--- src/rtl/snoop_pkg.sv ---
// Shared constants and types for the snoop responder: line states, bus ops,
// FSM encoding and WriteBack bit positions.
package snoop_pkg;

  localparam logic [2:0] LS_INVALID  = 3'b000;
  localparam logic [2:0] LS_SHARED   = 3'b001;
  localparam logic [2:0] LS_MODIFIED = 3'b010;

  localparam logic [2:0] OP_NONE    = 3'b000;
  localparam logic [2:0] OP_RD_MISS = 3'b001;
  localparam logic [2:0] OP_WR_MISS = 3'b010;
  localparam logic [2:0] OP_INV     = 3'b011;

  typedef enum logic {
    FSM_IDLE = 1'b0,
    FSM_WB   = 1'b1
  } fsm_t;

  localparam int WB_ACTIVE_BIT = 0;
  localparam int WB_ABORT_BIT  = 1;

endpackage

--- src/rtl/snoop_wb_timer.sv ---
// Write-back duration counter: load WB_CYCLES-1, count down while running;
// done is high whenever the count reads zero.
module snoop_wb_timer #(
  parameter int WB_CYCLES = 3
) (
  input  logic clk,
  input  logic rst_n,
  input  logic load,
  input  logic run,
  output logic done
);

  localparam int CW = (WB_CYCLES > 1) ? $clog2(WB_CYCLES) : 1;
  localparam logic [CW-1:0] LOAD_VAL = CW'(WB_CYCLES - 1);

  logic [CW-1:0] cnt_q;

  always_ff @(posedge clk) begin
    if (!rst_n) begin
      cnt_q <= '0;
    end else if (load) begin
      cnt_q <= LOAD_VAL;
    end else if (run && (cnt_q != '0)) begin
      cnt_q <= cnt_q - CW'(1);
    end
  end

  assign done = (cnt_q == '0);

endmodule

--- src/rtl/snoop_responder.sv ---
// Bus-side snoop responder: direct-mapped tag/state array, invalidate/downgrade
// on snooped misses, timed write-back of MODIFIED lines. Optional SNOOP_STATS_EN adds hit/WB counters.
module snoop_responder
  import snoop_pkg::*;
#(
  parameter int ADDR_W    = 8,
  parameter int LINES     = 4,
  parameter int WB_CYCLES = 3
) (
  input  logic              Clock,
  input  logic              Reset_n,
  input  logic              BusValid,
  input  logic [2:0]        BusOp,
  input  logic [ADDR_W-1:0] BusAddr,
  output logic              BusReady,
  input  logic              FillValid,
  input  logic [ADDR_W-1:0] FillAddr,
  input  logic [2:0]        FillState,
  output logic              FillReady,
  output logic [1:0]        WriteBack,
  output logic [ADDR_W-1:0] WbAddr,
  input  logic [ADDR_W-1:0] QueryAddr,
  output logic [2:0]        QueryState
`ifdef SNOOP_STATS_EN
  ,
  output logic [15:0]       SnoopHits,
  output logic [15:0]       WbCount
`endif
);

  localparam int IDX_W = $clog2(LINES);
  localparam int TAG_W = ADDR_W - IDX_W;

  logic [TAG_W-1:0] tag_q   [LINES];
  logic [2:0]       state_q [LINES];

  fsm_t             fsm_q, fsm_d;
  logic [ADDR_W-1:0] wb_addr_q;
  logic [2:0]       wb_next_q, wb_next_d;
  logic             wb_start, timer_done, in_wb;
  logic             upd_en;
  logic [IDX_W-1:0] upd_idx;
  logic [2:0]       upd_state;

  logic [IDX_W-1:0] bus_idx, fill_idx, query_idx, wb_idx;
  logic [TAG_W-1:0] bus_tag, fill_tag, query_tag;
  logic             bus_hit, snoop_op, accept, fill_apply;
  logic [2:0]       fill_state;

  assign bus_idx   = BusAddr[IDX_W-1:0];
  assign bus_tag   = BusAddr[ADDR_W-1:IDX_W];
  assign fill_idx  = FillAddr[IDX_W-1:0];
  assign fill_tag  = FillAddr[ADDR_W-1:IDX_W];
  assign query_idx = QueryAddr[IDX_W-1:0];
  assign query_tag = QueryAddr[ADDR_W-1:IDX_W];
  assign wb_idx    = wb_addr_q[IDX_W-1:0];

  assign in_wb    = (fsm_q == FSM_WB);
  assign BusReady = !in_wb;
  assign accept   = BusValid && BusReady;
  assign snoop_op = (BusOp == OP_RD_MISS) || (BusOp == OP_WR_MISS) || (BusOp == OP_INV);
  assign bus_hit  = (tag_q[bus_idx] == bus_tag) && (state_q[bus_idx] != LS_INVALID);

  // Snoop wins a same-index collision, so a fill never races a snoop update.
  assign FillReady  = !in_wb && !(BusValid && snoop_op && (fill_idx == bus_idx));
  assign fill_apply = FillValid && FillReady;
  assign fill_state = (FillState > LS_MODIFIED) ? LS_INVALID : FillState;

  assign QueryState = (tag_q[query_idx] == query_tag) ? state_q[query_idx] : LS_INVALID;
  assign WbAddr     = wb_addr_q;

  always_comb begin
    WriteBack                = 2'b00;
    WriteBack[WB_ACTIVE_BIT] = in_wb;
    WriteBack[WB_ABORT_BIT]  = in_wb;
  end

  always_comb begin
    fsm_d     = fsm_q;
    wb_start  = 1'b0;
    wb_next_d = LS_INVALID;
    upd_en    = 1'b0;
    upd_idx   = bus_idx;
    upd_state = LS_INVALID;
    case (fsm_q)
      FSM_IDLE: begin
        if (accept && bus_hit) begin
          case (BusOp)
            OP_RD_MISS: begin
              if (state_q[bus_idx] == LS_MODIFIED) begin
                fsm_d     = FSM_WB;
                wb_start  = 1'b1;
                wb_next_d = LS_SHARED;
              end
            end
            OP_WR_MISS: begin
              if (state_q[bus_idx] == LS_MODIFIED) begin
                fsm_d     = FSM_WB;
                wb_start  = 1'b1;
                wb_next_d = LS_INVALID;
              end else begin
                upd_en = 1'b1;
              end
            end
            OP_INV:  upd_en = 1'b1;
            default: ;
          endcase
        end
      end
      FSM_WB: begin
        if (timer_done) begin
          fsm_d     = FSM_IDLE;
          upd_en    = 1'b1;
          upd_idx   = wb_idx;
          upd_state = wb_next_q;
        end
      end
      default: fsm_d = FSM_IDLE;
    endcase
  end

  snoop_wb_timer #(.WB_CYCLES(WB_CYCLES)) u_timer (
    .clk   (Clock),
    .rst_n (Reset_n),
    .load  (wb_start),
    .run   (in_wb),
    .done  (timer_done)
  );

  always_ff @(posedge Clock) begin
    if (!Reset_n) begin
      fsm_q     <= FSM_IDLE;
      wb_addr_q <= '0;
      wb_next_q <= LS_INVALID;
      for (int i = 0; i < LINES; i++) begin
        tag_q[i]   <= '0;
        state_q[i] <= LS_INVALID;
      end
    end else begin
      fsm_q <= fsm_d;
      if (wb_start) begin
        wb_addr_q <= BusAddr;
        wb_next_q <= wb_next_d;
      end
      if (upd_en) state_q[upd_idx] <= upd_state;
      if (fill_apply) begin
        tag_q[fill_idx]   <= fill_tag;
        state_q[fill_idx] <= fill_state;
      end
    end
  end

`ifdef SNOOP_STATS_EN
  always_ff @(posedge Clock) begin
    if (!Reset_n) begin
      SnoopHits <= '0;
      WbCount   <= '0;
    end else begin
      if (accept && snoop_op && bus_hit && (SnoopHits != 16'hFFFF)) SnoopHits <= SnoopHits + 16'd1;
      if (in_wb && timer_done && (WbCount != 16'hFFFF)) WbCount <= WbCount + 16'd1;
    end
  end
`endif

endmodule

--- config.mk ---
export PLATFORM = sky130hd
export DESIGN_NAME = snoop_responder
export DESIGN_NICKNAME = d
export VERILOG_FILES = /design/src/rtl/snoop_pkg.sv /design/src/rtl/snoop_wb_timer.sv /design/src/rtl/snoop_responder.sv
export SDC_FILE = /design/constraint.sdc
export NUM_CORES = 1
export LEC_CHECK = 0
export ABC_AREA = 1
export ABC_CLOCK_PERIOD_IN_PS = 2200
export BUFFER_PORTS_ARGS = -buffer_cell sky130_fd_sc_hd__buf_2
export CAP_MARGIN = 10
export CORE_ASPECT_RATIO = 0.5
export CORE_MARGIN = 4
export CORE_UTILIZATION = 35
export DETAILED_ROUTE_END_ITERATION = 6
export HOLD_SLACK_MARGIN = 0.06
export SYNTH_ARGS = -nofsm -noshare
export SYNTH_HDL_FRONTEND = slang
export SYNTH_SLANG_ARGS = --single-unit
--- constraint.sdc ---
create_clock -name Clock -period 2.2 [get_ports Clock]
set_input_delay 0.22 -clock Clock [delete_from_list [all_inputs] [get_ports Clock]]
set_output_delay 0.22 -clock Clock [all_outputs]
set_load 0.05 [all_outputs]
Word-level counts from Yosys, hierarchy flattened
Memories as Yosys holds them, arrays and structs flattened.
Cells that the tools add are included.
W data, S select, Z words.
{"block": "totals", "regBits": 14, "ramBits": 36, "input_bits": 34, "output_inout_bits": 15, "word_cells": 78, "n_memories": 2}
{"block": "op_classes", "n_addsub": 1, "n_lt_le_gt_ge": 1, "eq_ne": 7, "muxes": 39, "bitwise": 2, "reduce_logical": 21}
{"name": "tag_q", "words": 4, "width": 6, "rd": 2, "rd_ports_with_merged_regs": 0, "write_ports": 4, "line": "snoop_responder.sv:34", "rtl": "logic [TAG_W-1:0] tag_q [LINES];"}
{"name": "state_q", "words": 4, "width": 3, "rd": 2, "rd_ports_with_merged_regs": 0, "write_ports": 4, "line": "snoop_responder.sv:35", "rtl": "logic [2:0] state_q [LINES];"}
{"operator": "$mux W1", "count": 22}
{"operator": "$mux W3", "count": 6}
{"operator": "$mux W2", "count": 7}
{"operator": "$eq A6 B6 Y1", "count": 2}
{"operator": "$eq A3 B2 Y1 const B", "count": 3}
{"operator": "$logic_and A1 B1 Y1", "count": 8}
{"operator": "$mux W6", "count": 1}
{"operator": "$pmux W1 S2", "count": 3}
{"operator": "$reduce_or A3 Y1", "count": 2}
{"operator": "$reduce_or A6 Y1", "count": 1}
{"operator": "$reduce_bool A2 Y1", "count": 2}
{"operator": "$reduce_or A2 Y1", "count": 2}
{"operator": "$eq A3 B1 Y1 const B", "count": 1}
{"operator": "$gt A3 B2 Y1 const B", "count": 1}
{"operator": "$reduce_bool A3 Y1", "count": 1}
{"operator": "$eq A2 B2 Y1", "count": 1}
{"operator": "$logic_not A1 Y1", "count": 2}
{"operator": "$logic_not A2 Y1", "count": 1}
{"operator": "$logic_or A1 B1 Y1", "count": 2}
{"operator": "$not A1 Y1", "count": 2}
{"operator": "$sub A2 B1 Y2 const B", "count": 1}

Logic depth before layout (Yosys ltp)
{"block": "logic_depth", "word_depth": 13, "depth_mapped": 14, "mapped_depth_nobuf": 13}

Hierarchy
Synthesis repeated with hierarchy kept, for this count alone.
{"block": "hier_totals", "cells_unflattened": 365, "hier_area_um2": 2904.0}
{"mod": "snoop_responder", "instances": 1, "cells_per_inst": 347, "area_per_inst_um2": 2790.2}
{"mod": "snoop_wb_timer", "instances": 1, "cells_per_inst": 18, "area_per_inst_um2": 113.9}

Worst setup path before layout
No wires, ideal clock.
{"block": "synth_timing", "path_kind": "input to output", "from": "input port QueryAddr[0]", "to": "output port QueryState[0]", "t_arrival_ps": 2066, "t_required_ps": 1980, "slack_ps": -86, "stages": 8, "path_buffers": 2, "cell_sequence": "buf_2 inv_1 clkbuf_1 nor2_1 o22ai_1 xnor2_1 nand4_1 a21oi_1"}
{"block": "synth_between", "elab_chain_cells": 3, "elab_cells_between_ends": 4}
{"item": "from (decl)", "line": "snoop_responder.sv:22", "rtl": "input logic [ADDR_W-1:0] QueryAddr,"}
{"item": "$mem_v2 Z4 W6"}
{"item": "$eq A6 B6 Y1", "line": "snoop_responder.sv:69", "rtl": "assign QueryState = (tag_q[query_idx] == query_tag) ? state_q[query_idx] : LS_INVALID;"}
{"item": "$mux W3 (*)", "line": "snoop_responder.sv:69"}
{"item": "to (decl)", "line": "snoop_responder.sv:23", "rtl": "output logic [2:0] QueryState"}
Mark *: on every way between the ends. The rest lies on a longest branch, timed or not.

==> results by stage <==
Power and ir drop:
- Dividing total power by cell area gives a power density of 637 nW/um^2.
- The worst-case IR drop observed on VDD is 0.400 mV.
- The cell leakage power is 1.57 nW.

Synthesis:
- The synthesized area is 2940 um^2.
- The main flop type after synthesis is sky130_fd_sc_hd__edfxtp_1.
- The synthesized netlist contains 35 unique library cells.
- The sequential area share after synthesis is 44.9%.
- The post-synthesis cell count is 366.
- The average instance area after synthesis is 8.04 um^2.
- The count of warnings emitted by yosys is 0.
- The share of synthesized flip-flops with an asynchronous set or reset is 0%.
- Yosys attributes the largest share of cell area to sky130_fd_sc_hd__edfxtp_1, sky130_fd_sc_hd__nand2_1, sky130_fd_sc_hd__dfxtp_1.
- The cell accounting for the most synthesized area is sky130_fd_sc_hd__edfxtp_1.
- The number of synthesized flops with an enable pin is 36.
- The synthesis-stage register bit count is 48.
- The synthesized design devotes to its leading area cell type 36.7% of total area.

Placement:
- Summed over all nets, the half-perimeter wirelength after detailed placement is 6.12 mm.
- During placement, the flow inserted port buffers numbering 48.
- Summing all placed instances gives a cell area of 3320 um^2.
- Before CTS, the worst setup slack after placement is 92.6 ps.
- After detailed placement, the design holds a cell count of 527.
- The global placement routability congestion is 0.882.

Clocking:
- The number of buffers inserted for hold repair after clock tree synthesis is 0.
- The post-CTS clock slew at the launch and capture registers of the worst setup and hold paths is 70 ps.
- The clock latency reported for the late side of the worst-skew pair is 300 ps.
- The TritonCTS sink count is 48.
- TritonCTS built the clock tree.
- The clock tree buffer depth is 2.
- In this run the clock root is driven by a sky130_fd_sc_hd__clkbuf_16.
- The number of levels the H-tree was split into is 2.
- The number of buffers inserted during clock tree synthesis is 5.

Finish:
- The post-route cell area is 3540 um^2.
- Cells fill 43.8% of the core in the end.
- The area occupied by registers is 1320 um^2.
- The area growth from synthesis to layout is 20.2%.
- The number of fillers in the final layout is 824.
- Leaving out fill and tap cells, the most frequent cell in the layout is sky130_fd_sc_hd__nand2_1.
- In the layout the commonest cells are sky130_fd_sc_hd__nand2_1, sky130_fd_sc_hd__nor2_1, sky130_fd_sc_hd__buf_2, sky130_fd_sc_hd__edfxtp_1, sky130_fd_sc_hd__inv_1.
- In the final design database the tool counted 461 nets.
- The count of cells in the finished layout, fillers not included, comes to 539.
- The area used by multi-input combinational logic is 1370 um^2.
- The diode insertion count for antenna repair is 0.
- The share of layout cells above drive strength 1 is 24.8%.

Run:
- The number of max-capacitance violations reported is 0.

Global routing:
- The number of antenna violations at the first check in global routing was 0.
- The first global-routing pass estimated 12.2 mm of wire.
- After global routing the overflow that remains totals 0.
- The via count of the first global-routing pass is 2354.
- In the global route stage, overall resource usage came out at 15.7%.
- The pin count of the biggest net entering global routing is 19.

Setup path:
- The biggest cell delay along the critical path is 440 ps.
- In this run the critical register-to-register path is launched from tag_q[1][1].
- The combined buffer and inverter count along the critical path is 1.
- The maximum net fanout on the critical path is 3.
- The endpoint kind of the worst setup timing path is a primary output.
- STA puts the critical path data arrival time at 1910 ps.
- The critical path goes through o21ai_1, o22ai_1, xor2_1, nor2_1, nand4_1, a21oi_1, buf_4.
- The family with the most delay on the worst path is compound AO/OA/AOI/OAI gates.
- At the worst endpoint, the required time is 1980 ps.
- The critical path in this run is classified as reg -> out.
- Tracing the worst setup path back leads to its startpoint at tag_q[2][3].
- The largest individual stage delay along the critical path comes from the cell sky130_fd_sc_hd__edfxtp_1.
- The worst setup path is launched from a register.

STA:
- For the final database, setup skew stands at 9.99 ps.
- For the pin with the worst max-slew slack, the measured transition is 549 ps.
- The number of hold-slack violations in the final timing report is 0.
- Across all setup checks in the final design, the least slack found is 72.8 ps.
- The share of the cycle needed by the critical path after routing is 96.7%.
- The worst path needs 2130 ps of the cycle, external delays included.
- Setup violations remaining at the end of the flow were counted as 0.
- The final-layout setup total negative slack is 0 ps.
- The final-report max-slew violation count was 0.
- Setup repair after global routing could not meet its margin everywhere.
- Timing would allow up to 470 MHz.
- The worst max-slew margin expressed relative to the limit is 63.0%.

Detailed routing:
- In the routed design, unresolved DRC markers number 0.
- The number of routed nets with antenna violations is 0.
- For this block, the initial DRC count from the detailed router was 240.
- The routed layout has 2611 vias.
- After detailed routing, the number of vias per cell comes to 4.84.
- For this block, the routed nets add up to 7.61 mm of wire.
- The per-cell routed wire length is 14.1 um.
- The first-pass iteration count of the detailed router is 5.

Die:
- The die height is 72.9 um.
- During I/O placement, the number of pins put on the boundary was 49.
- Once the floorplan was initialized, standard cells occupied 36.4% of the core.
- The total area inside the core boundary comes to 8090 um^2.
- The area of the die is 10000 um^2.
- The floorplan has 23 rows.
- The die width is 138 um.

Hold path:
- The hold path startpoint is BusAddr[3].
- The worst min-delay path category is in -> reg.

Outcome:
- The flow ran to the end, and the final reports show no timing, DRC or antenna violations.
registers in the layout (all words and copies together) (netlist names):
signal / count
tag_q: 24
state_q: 12
WbAddr: 8
u_timer.cnt_q: 2
fsm_q: 1
wb_next_q: 1
tightest hold or removal path: stages:
cell and delay, ps:
sky130_fd_sc_hd__buf_2 120, sky130_fd_sc_hd__nand4_1 80, sky130_fd_sc_hd__a21oi_1 60
cell families (layout without fill, tap and decap cells):
family | after synthesis | after routing | synth area share [%]
adder cells (fa/ha/maj) | 1 | 1 | 0.425
AND/OR/NAND/NOR | 202 | 202 | 33.2
XOR/XNOR | 6 | 6 | 1.78
flip-flops | 48 | 48 | 44.9
buffers and inverters | 55 | 113 | 9.01
other | 1 | 4 | 0.127
AO/OA/AOI/OAI | 53 | 53 | 10.5
per-layer routing:
layer / wire, um / GRT usage [%] / share of wire (%) / up-vias
li1: - / - / - / 1337
met1: 4120 / 25.8 / 54 / 1161
met2: 2780 / 20.0 / 37 / 107
met3: 646 / 3.99 / 8.5 / 6
met4: 67 / 3.29 / 0.88 / 0
met5: 0 / 0 / 0 / -
path summary, 6_finish.rpt:
check / to / slack [ps] / cells after the start
max: QueryState[2] / 70 / 7
min: WbAddr[3] / 220 / 3
max reg2reg: state_q[2][1] / 220 / 10
min reg2reg: WbAddr[4] / 460 / 2
through the flow:
stage          hold slack (ps)  total power [mW]
2_1_floorplan              388              1.26
3_3_place_gp               446              1.36
3_5_place_dp               455              1.37
4_1_cts                    223              2.26
5_1_grt                    249              2.34
6_report                   222              2.25
Yosys cell counts, types with 2 or more instances:
library cell,n
sky130_fd_sc_hd__nand2_1,71
sky130_fd_sc_hd__inv_1,36
sky130_fd_sc_hd__buf_6,3
sky130_fd_sc_hd__nor2_1,60
sky130_fd_sc_hd__edfxtp_1,36
sky130_fd_sc_hd__o21bai_1,2
sky130_fd_sc_hd__o22ai_1,6
sky130_fd_sc_hd__xor2_1,4
sky130_fd_sc_hd__nand2_2,10
sky130_fd_sc_hd__nor2_8,2
sky130_fd_sc_hd__nor3_1,5
sky130_fd_sc_hd__o21ai_0,22
sky130_fd_sc_hd__nand3_2,8
sky130_fd_sc_hd__a21oi_1,17
sky130_fd_sc_hd__clkbuf_1,5
sky130_fd_sc_hd__xnor2_1,2
sky130_fd_sc_hd__inv_2,5
sky130_fd_sc_hd__nand3b_1,3
sky130_fd_sc_hd__buf_4,3
sky130_fd_sc_hd__a21oi_2,2
sky130_fd_sc_hd__nand3_1,29
sky130_fd_sc_hd__dfxtp_1,12
sky130_fd_sc_hd__nand4_1,11
layout make-up:
cell class	instances	area share [%]
flip-flops and latches	48	37.3
inverters	42	4.77
clock inverters	3	1.34
clock buffers	5	3.53
well taps	112	3.96
repair buffers	63	10.3
multi-input cells	266	38.8
report_power, final:
| group | total (mW) | switching, mW | leakage, nW | internal [mW] |
|---|---|---|---|---|
| clock | 0.898 | 0.357 | 0.0840 | 0.541 |
| combinational | 0.320 | 0.207 | 1.02 | 0.114 |
| sequential | 1.04 | 0.0246 | 0.469 | 1.01 |
| total | 2.25 | 0.588 | 1.57 | 1.67 |
repair_timing:
item / in CTS / in global routing
resized for setup: 1 / 16
pin swaps: 0 / 3
endpoints found under the hold margin: 0 / 0
buffers inserted: 0 / 4
endpoints found under the setup margin: 1 / 3
Power figures use the tool's default switching activity.
